## config.mk

```make
export PLATFORM = sky130hd
export DESIGN_NAME = pwm_multi_chan
export DESIGN_NICKNAME = d
export VERILOG_FILES = /design/src/rtl/pwm_pkg.sv /design/src/rtl/pwm_chan_cmp.sv /design/src/rtl/pwm_multi_chan.sv
export SDC_FILE = /design/constraint.sdc
export NUM_CORES = 1
export LEC_CHECK = 0
export ABC_AREA = 0
export CAP_MARGIN = 5
export CORE_UTILIZATION = 40
export CTS_CLUSTER_DIAMETER = 150
export DETAILED_ROUTE_END_ITERATION = 6
export HOLD_SLACK_MARGIN = 0.05
export SLEW_MARGIN = 5
export SYNTH_ARGS = -nofsm -noshare
export SYNTH_HDL_FRONTEND = slang
export SYNTH_SLANG_ARGS = --single-unit
export TNS_END_PERCENT = 1
```

## constraint.sdc

```tcl
create_clock -name CLK -period 4.5 [get_ports CLK]
set_input_delay 0.9 -clock CLK [delete_from_list [all_inputs] [get_ports CLK]]
set_output_delay 0.9 -clock CLK [all_outputs]
set_load 0.005 [all_outputs]
```

## src/rtl/pwm_pkg.sv

```systemverilog
// ---------------------------------------------------------------------------
// pwm_pkg
// Shared constants and enumerations for the multi-channel PWM generator.
//   CNT_W_DEF  : default width of counter, period and duty values
//   N_CH_MAX   : largest supported channel count
//   pwm_mode_e : edge-aligned or center-aligned counting
//   cnt_dir_e  : counter direction, doubles as the counter FSM state
// ---------------------------------------------------------------------------
package pwm_pkg;

   localparam int CNT_W_DEF = 28;
   localparam int N_CH_MAX  = 16;

   typedef enum logic {
      PWM_EDGE   = 1'b0,
      PWM_CENTER = 1'b1
   } pwm_mode_e;

   typedef enum logic {
      UP   = 1'b0,
      DOWN = 1'b1
   } cnt_dir_e;

endpackage

```

## src/rtl/pwm_chan_cmp.sv

```systemverilog
// ---------------------------------------------------------------------------
// pwm_chan_cmp
// One PWM channel: holds the channel's shadowed duty value, compares it with
// the shared period counter and drives a registered, polarity-adjusted output.
// Ports:
//   CLK, RST_N  clock and asynchronous active-low reset
//   load        copy duty_in into the duty shadow on this cycle
//   active      channel may drive its active level (running, period nonzero)
//   polarity    0 = active-high, 1 = active-low, applied live
//   duty_in     duty value to be shadowed
//   cnt         shared period counter
//   pwm_out     registered PWM output
// ---------------------------------------------------------------------------
module pwm_chan_cmp
   import pwm_pkg::*;
#(
   parameter int CNT_W = CNT_W_DEF
)
(
   input  logic             CLK,
   input  logic             RST_N,
   input  logic             load,
   input  logic             active,
   input  logic             polarity,
   input  logic [CNT_W-1:0] duty_in,
   input  logic [CNT_W-1:0] cnt,
   output logic             pwm_out
);

   logic [CNT_W-1:0] duty_q;
   logic             raw;

   // Duty shadow: only changes while idle or on the period boundary, so a
   // running period always finishes with the duty it started with.
   always_ff @(posedge CLK or negedge RST_N) begin
      if (!RST_N) begin
         duty_q <= '0;
      end else if (load) begin
         duty_q <= duty_in;
      end
   end

   // Since cnt never reaches the period, any duty at or above the period
   // keeps raw high for the whole period without a notch at the boundary.
   assign raw = active & (cnt < duty_q);

   // Output flop: polarity is applied after the compare so an inactive
   // channel rests at its polarity level.
   always_ff @(posedge CLK or negedge RST_N) begin
      if (!RST_N) begin
         pwm_out <= 1'b0;
      end else begin
         pwm_out <= raw ^ polarity;
      end
   end

endmodule

```

## src/rtl/pwm_multi_chan.sv

```systemverilog
// ---------------------------------------------------------------------------
// pwm_multi_chan
// N-channel PWM generator with one shared period counter. Period, duty and
// alignment mode are double-buffered and only take effect at the period
// boundary (or while disabled), so outputs never glitch mid-period.
// Ports:
//   CLK          system clock, rising edge
//   RST_N        asynchronous active-low reset
//   enable       1 = run, 0 = counter held at 0 and outputs inactive
//   center_mode  0 = edge-aligned, 1 = center-aligned (shadowed)
//   period_in    period in counts (shadowed)
//   duty_in      per-channel duty, channel i at [i*CNT_W +: CNT_W] (shadowed)
//   polarity     per-channel output polarity, 1 = active-low (live)
//   pwm_out      registered PWM outputs
//   period_end   registered one-cycle pulse following each period boundary
// ---------------------------------------------------------------------------
module pwm_multi_chan
   import pwm_pkg::*;
#(
   parameter int CNT_W = CNT_W_DEF,
   parameter int N_CH  = 4
)
(
   input  logic                  CLK,
   input  logic                  RST_N,
   input  logic                  enable,
   input  logic                  center_mode,
   input  logic [CNT_W-1:0]      period_in,
   input  logic [N_CH*CNT_W-1:0] duty_in,
   input  logic [N_CH-1:0]       polarity,
   output logic [N_CH-1:0]       pwm_out,
   output logic                  period_end
);

   cnt_dir_e         dir;
   cnt_dir_e         dir_nxt;
   logic [CNT_W-1:0] cnt;
   logic [CNT_W-1:0] cnt_nxt;
   logic [CNT_W-1:0] per_q;
   logic [CNT_W-1:0] per_m1;
   pwm_mode_e        mode_q;
   logic             per_le1;
   logic             boundary;
   logic             load;
   logic             active;

   // per_m1 is only consulted when per_q >= 2, so its wrap at zero is harmless.
   assign per_m1  = per_q - CNT_W'(1);
   assign per_le1 = (per_q <= CNT_W'(1));
   assign load    = !enable || boundary;
   assign active  = enable && (per_q != '0);

   // Counter FSM state register: direction and count.
   always_ff @(posedge CLK or negedge RST_N) begin
      if (!RST_N) begin
         dir <= UP;
         cnt <= '0;
      end else begin
         dir <= dir_nxt;
         cnt <= cnt_nxt;
      end
   end

   // Next-state logic. Disable and every boundary restart at 0 counting up,
   // which also makes a mode change at the boundary start cleanly. In center
   // mode the turn-around cycle keeps cnt, so each endpoint is seen twice.
   always_comb begin
      dir_nxt = dir;
      cnt_nxt = cnt;
      if (!enable || boundary) begin
         dir_nxt = UP;
         cnt_nxt = '0;
      end else if (mode_q == PWM_EDGE) begin
         dir_nxt = UP;
         cnt_nxt = cnt + CNT_W'(1);
      end else begin
         case (dir)
            UP: begin
               if (cnt >= per_m1) begin
                  dir_nxt = DOWN;
               end else begin
                  cnt_nxt = cnt + CNT_W'(1);
               end
            end
            DOWN: begin
               cnt_nxt = cnt - CNT_W'(1);
            end
            default: begin
               dir_nxt = UP;
               cnt_nxt = '0;
            end
         endcase
      end
   end

   // Output decode: the boundary is the last cycle of a period. A period of
   // 0 or 1 collapses to a single-cycle period in either mode.
   always_comb begin
      boundary = 1'b0;
      if (per_le1) begin
         boundary = 1'b1;
      end else if (mode_q == PWM_EDGE) begin
         boundary = (cnt >= per_m1);
      end else begin
         boundary = (dir == DOWN) && (cnt == '0);
      end
   end

   // Shared shadow registers and the period_end pulse.
   always_ff @(posedge CLK or negedge RST_N) begin
      if (!RST_N) begin
         per_q      <= '0;
         mode_q     <= PWM_EDGE;
         period_end <= 1'b0;
      end else begin
         if (load) begin
            per_q  <= period_in;
            mode_q <= pwm_mode_e'(center_mode);
         end
         period_end <= boundary & enable;
      end
   end

   // One compare channel per output.
   for (genvar i = 0; i < N_CH; i++) begin : g_chan
      pwm_chan_cmp #(
         .CNT_W (CNT_W)
      ) u_chan (
         .CLK      (CLK),
         .RST_N    (RST_N),
         .load     (load),
         .active   (active),
         .polarity (polarity[i]),
         .duty_in  (duty_in[i*CNT_W +: CNT_W]),
         .cnt      (cnt),
         .pwm_out  (pwm_out[i])
      );
   end

endmodule

```

==> reports/results.ini <==
[pwr]
power_mw = 3.96
power_frac_seq_pct = 45.3
p_comb_share_pct = 15.5
p_clk_share_pct = 39.1
power_density_nw_per_um2 = 280
p_leak_nw = 6.71
sw_frac_of_total_pct = 26.0
switching_power_mw = 1.03
ir_worst_vdd_uv = 235
internal_power_mw = 2.94

[floorplanning]
io_pins = 153
die_area_um2 = 29200
initial_core_util_pct = 40.9
std_cell_rows = 61
coreArea_um2 = 27900
die_w_um = 171
die_h_um = 171

[timing]
fin_ws_ps = 290
skew_ps = 21.3
finalCritPeriodShare_pct = 93.6
report.final.slew_viol_count = 0
fmax_ghz = 0.238
finalHoldViolCount = 0
worst_slew_pin_slew_ps = 1100
max-slew-margin-rel_pct = 25.6
setup_violations = 0
whs_ps = 484
fin_crit_ps = 4210

[grt]
grt-ovfl-total = 0
grt_pass1_vias = 9099
grt_antenna_before_repair = 0
grt_max_degree = 94
grtUsageTotal_pct = 21.8
grt_pass1_wl_mm = 48.3

[critical_path]
crit_chain = or4_4 -> nor4_4 -> buf_4 -> nand3_1 -> nor4_2 -> xnor2_1 -> ha_1 -> nand4_1 -> nor2_1 -> a221oi_1 -> o211ai_1 -> o21bai_2 -> nand2_8 -> buf_12 -> mux2_1
cp_top_family = simple AND/OR/NAND/NOR gates
cp_max_fo = 30
path_class = flop to flop
path_buf_inv = 2
reg2reg_depth = 15
rrSetupSlack_ps = 290
r2r_end = g_chan[3].u_chan.duty_q[12]$_DFFE_PN0N_
crit_path_start_kind = flop
arrival_ps = 4520
cp.required_ps = 4810
critical_path.max_stage_delay_ps = 590
crit_slowest_cell = or4_4
rr_startpoint = per_q[11]$_DFFE_PN0N_
endpoint_kind = flop

[logic_synthesis]
syn_area_um2 = 11400
ys_seq_area_share_pct = 38.3
yosys.area_share.simple_pct = 12.6
synth_xor_area_share_pct = 2.30
avgSynthCellArea_um2 = 10.3
synth_top_family_by_area = adder cells
synthCells = 1108
synth-edff-count = 0
synth_compound_area_share_pct = 10.6
ys_types = 61
synth_top_flop_cell = dfrtp_1
synth_seq_cells = 175
synth.area.mux_share_pct = 14.2
synthArstFlopShare_pct = 100
synth_fp_nets = 1397
yosysWarnings = 0
synthAdderAreaFrac_pct = 15.4

[placement]
place_congestion = 0.868
dp.cells = 1631
post-dp-hpwl_mm = 21.8
io_buffer_count = 152
place_ws_ps = 207

[routing]
drcViolationCount = 0
viasPerCell = 5.39
ant_nets = 0
drtPass1Iterations = 5
vias = 8965
finalWirelength_mm = 30.6
drt_iter0_drc = 544
wl_per_cell_um = 18.4

[worst_hold_path]
min_from = g_chan[3].u_chan.duty_q[20]$_DFFE_PN0N_
hold_depth = 1
hold_class = flop to flop
hold_path_end = g_chan[3].u_chan.duty_q[20]$_DFFE_PN0N_

[clock_tree]
cts_max_level = 4
cts_tree = done
cts_buffers = 17
cts.sinks = 175
clockBufferDepth = 2
clk_latency_ps = 450
clk_pin_slew_ps = 70
cts_root_buf = clkbuf_16

[cells_and_area]
final_core_util_pct = 50.7
layout_commonest_cell = dfrtp_1
fin_nets = 1562
fillers = 2598
num_antenna_cells = 0
layout_common_cells = dfrtp_1, clkdlybuf4s50_1, ha_1, inv_1, mux2_1
area_growth_pct = 23.9
drive_above_1_share_pct = 10.5
finalNonFillerCells = 1664

[run_status]
status = finished clean

[job]
cap_viol_max_count = 0

[state kept, by name, indices dropped and copies added, names as in the netlist]
register               count
dir                        1
period_end                 1
g_chan.u_chan.pwm_out      4
cnt                       28
mode_q                     1
per_q                     28
g_chan.u_chan.duty_q     112
[power groups by stage]
stage | logic [mW] | clock network (mW) | registers, mW
finish | 0.616 | 1.55 | 1.80
global route | 0.696 | 1.64 | 1.82
CTS | 0.624 | 1.58 | 1.80
detailed placement | 0.620 | 0 | 1.83
global placement | 0.604 | 0 | 1.82
floorplan | 0.355 | 0 | 1.80
[per-layer routing]
layer | vias up | global-route usage, % | share of wire, %
met3 | 42 | 2.82 | 4.2
met4 | 0 | 7.38 | 2.2
met1 | 4311 | 29.8 | 48
met2 | 253 | 35.3 | 46
met5 | - | 0 | 0
li1 | 4359 | - | -
[worst max-delay path by stage]
stage | startpoint | cells after the start | slack (ps) | to
finish | per_q[11]$_DFFE_PN0N_ | 15 | 290 | g_chan[3].u_chan.duty_q[12]$_DFFE_PN0N_
global route | per_q[6]$_DFFE_PN0N_ | 16 | -10 | g_chan[1].u_chan.duty_q[17]$_DFFE_PN0N_
CTS | per_q[11]$_DFFE_PN0N_ | 15 | 170 | g_chan[2].u_chan.duty_q[24]$_DFFE_PN0N_
detailed placement | per_q[6]$_DFFE_PN0N_ | 16 | 210 | cnt[27]$_DFFE_PN0P_
global placement | per_q[6]$_DFFE_PN0N_ | 16 | 260 | cnt[27]$_DFFE_PN0P_
floorplan | per_q[11]$_DFFE_PN0N_ | 16 | 170 | g_chan[2].u_chan.duty_q[10]$_DFFE_PN0N_
[layout make-up]
cell class                 count  area, µm²  area share (%)
multi-input combinational    766       6350            44.9
sequential                   175       4380            30.9
clock buffer                  24        502            3.54
clock inverter                 8        104           0.734
tap                          378        473            3.34
inverter                     123        462            3.26
timing repair buffer         190       1880            13.3
[metrics by stage]
stage / area, µm² / setup TNS (ps)
detailed placement: 13500 / 0
floorplan: 11400 / 0
global placement: 13500 / 0
finish: 14200 / 0
global route: 14200 / -98.2
CTS: 14100 / 0
[synthesized netlist by cell type (6+ instances only)]
library cell,instances,area [µm²]
inv_1,123,462
a21oi_1,41,205
nand2b_1,6,37.5
nor2_1,42,158
buf_6,13,146
xor2_1,14,123
o311ai_1,12,105
clkbuf_1,20,75.1
a21o_1,27,203
xnor2_1,16,140
buf_2,6,30.0
nor3_1,29,145
a211oi_1,6,45.0
nor4_1,17,106
ha_1,141,1760
mux2_1,90,1010
o211ai_1,9,67.6
mux2_2,50,563
o21ai_0,23,115
and3_1,13,81.3
nand4_1,41,257
and4_1,7,61.3
a22oi_1,6,45.0
nand2_1,57,214
a31oi_1,20,125
nand3_1,23,115
or3_1,7,43.8
dfrtp_1,175,4380
[worst register-to-register path, cell delays in order (launching register included)]
cell and delay [ps]:
dfrtp_1 420, or4_4 590, nor4_4 200, buf_4 180, nand3_1 130, nor4_2 280, xnor2_1 170, ha_1 280
nand4_1 170, nor2_1 70, a221oi_1 280, o211ai_1 270, o21bai_2 310, nand2_8 160, buf_12 240, mux2_1 340
[what timing repair did]
item                       CTS  global route
hold buffers                 0             0
buffers inserted             0             1
setup endpoints to repair    0           165
resized for setup            0             8
[cell families (layout without fill, tap and decap cells)]
family,count (synthesis),in the layout
adder cells (fa/ha/maj),141,141
AND/OR/NAND/NOR,270,270
AO/OA/AOI/OAI,180,180
multiplexers,145,145
buffers and inverters,167,345
XOR/XNOR,30,30
flip-flops,175,175
Note: power is estimated with default switching activity, not from simulation.
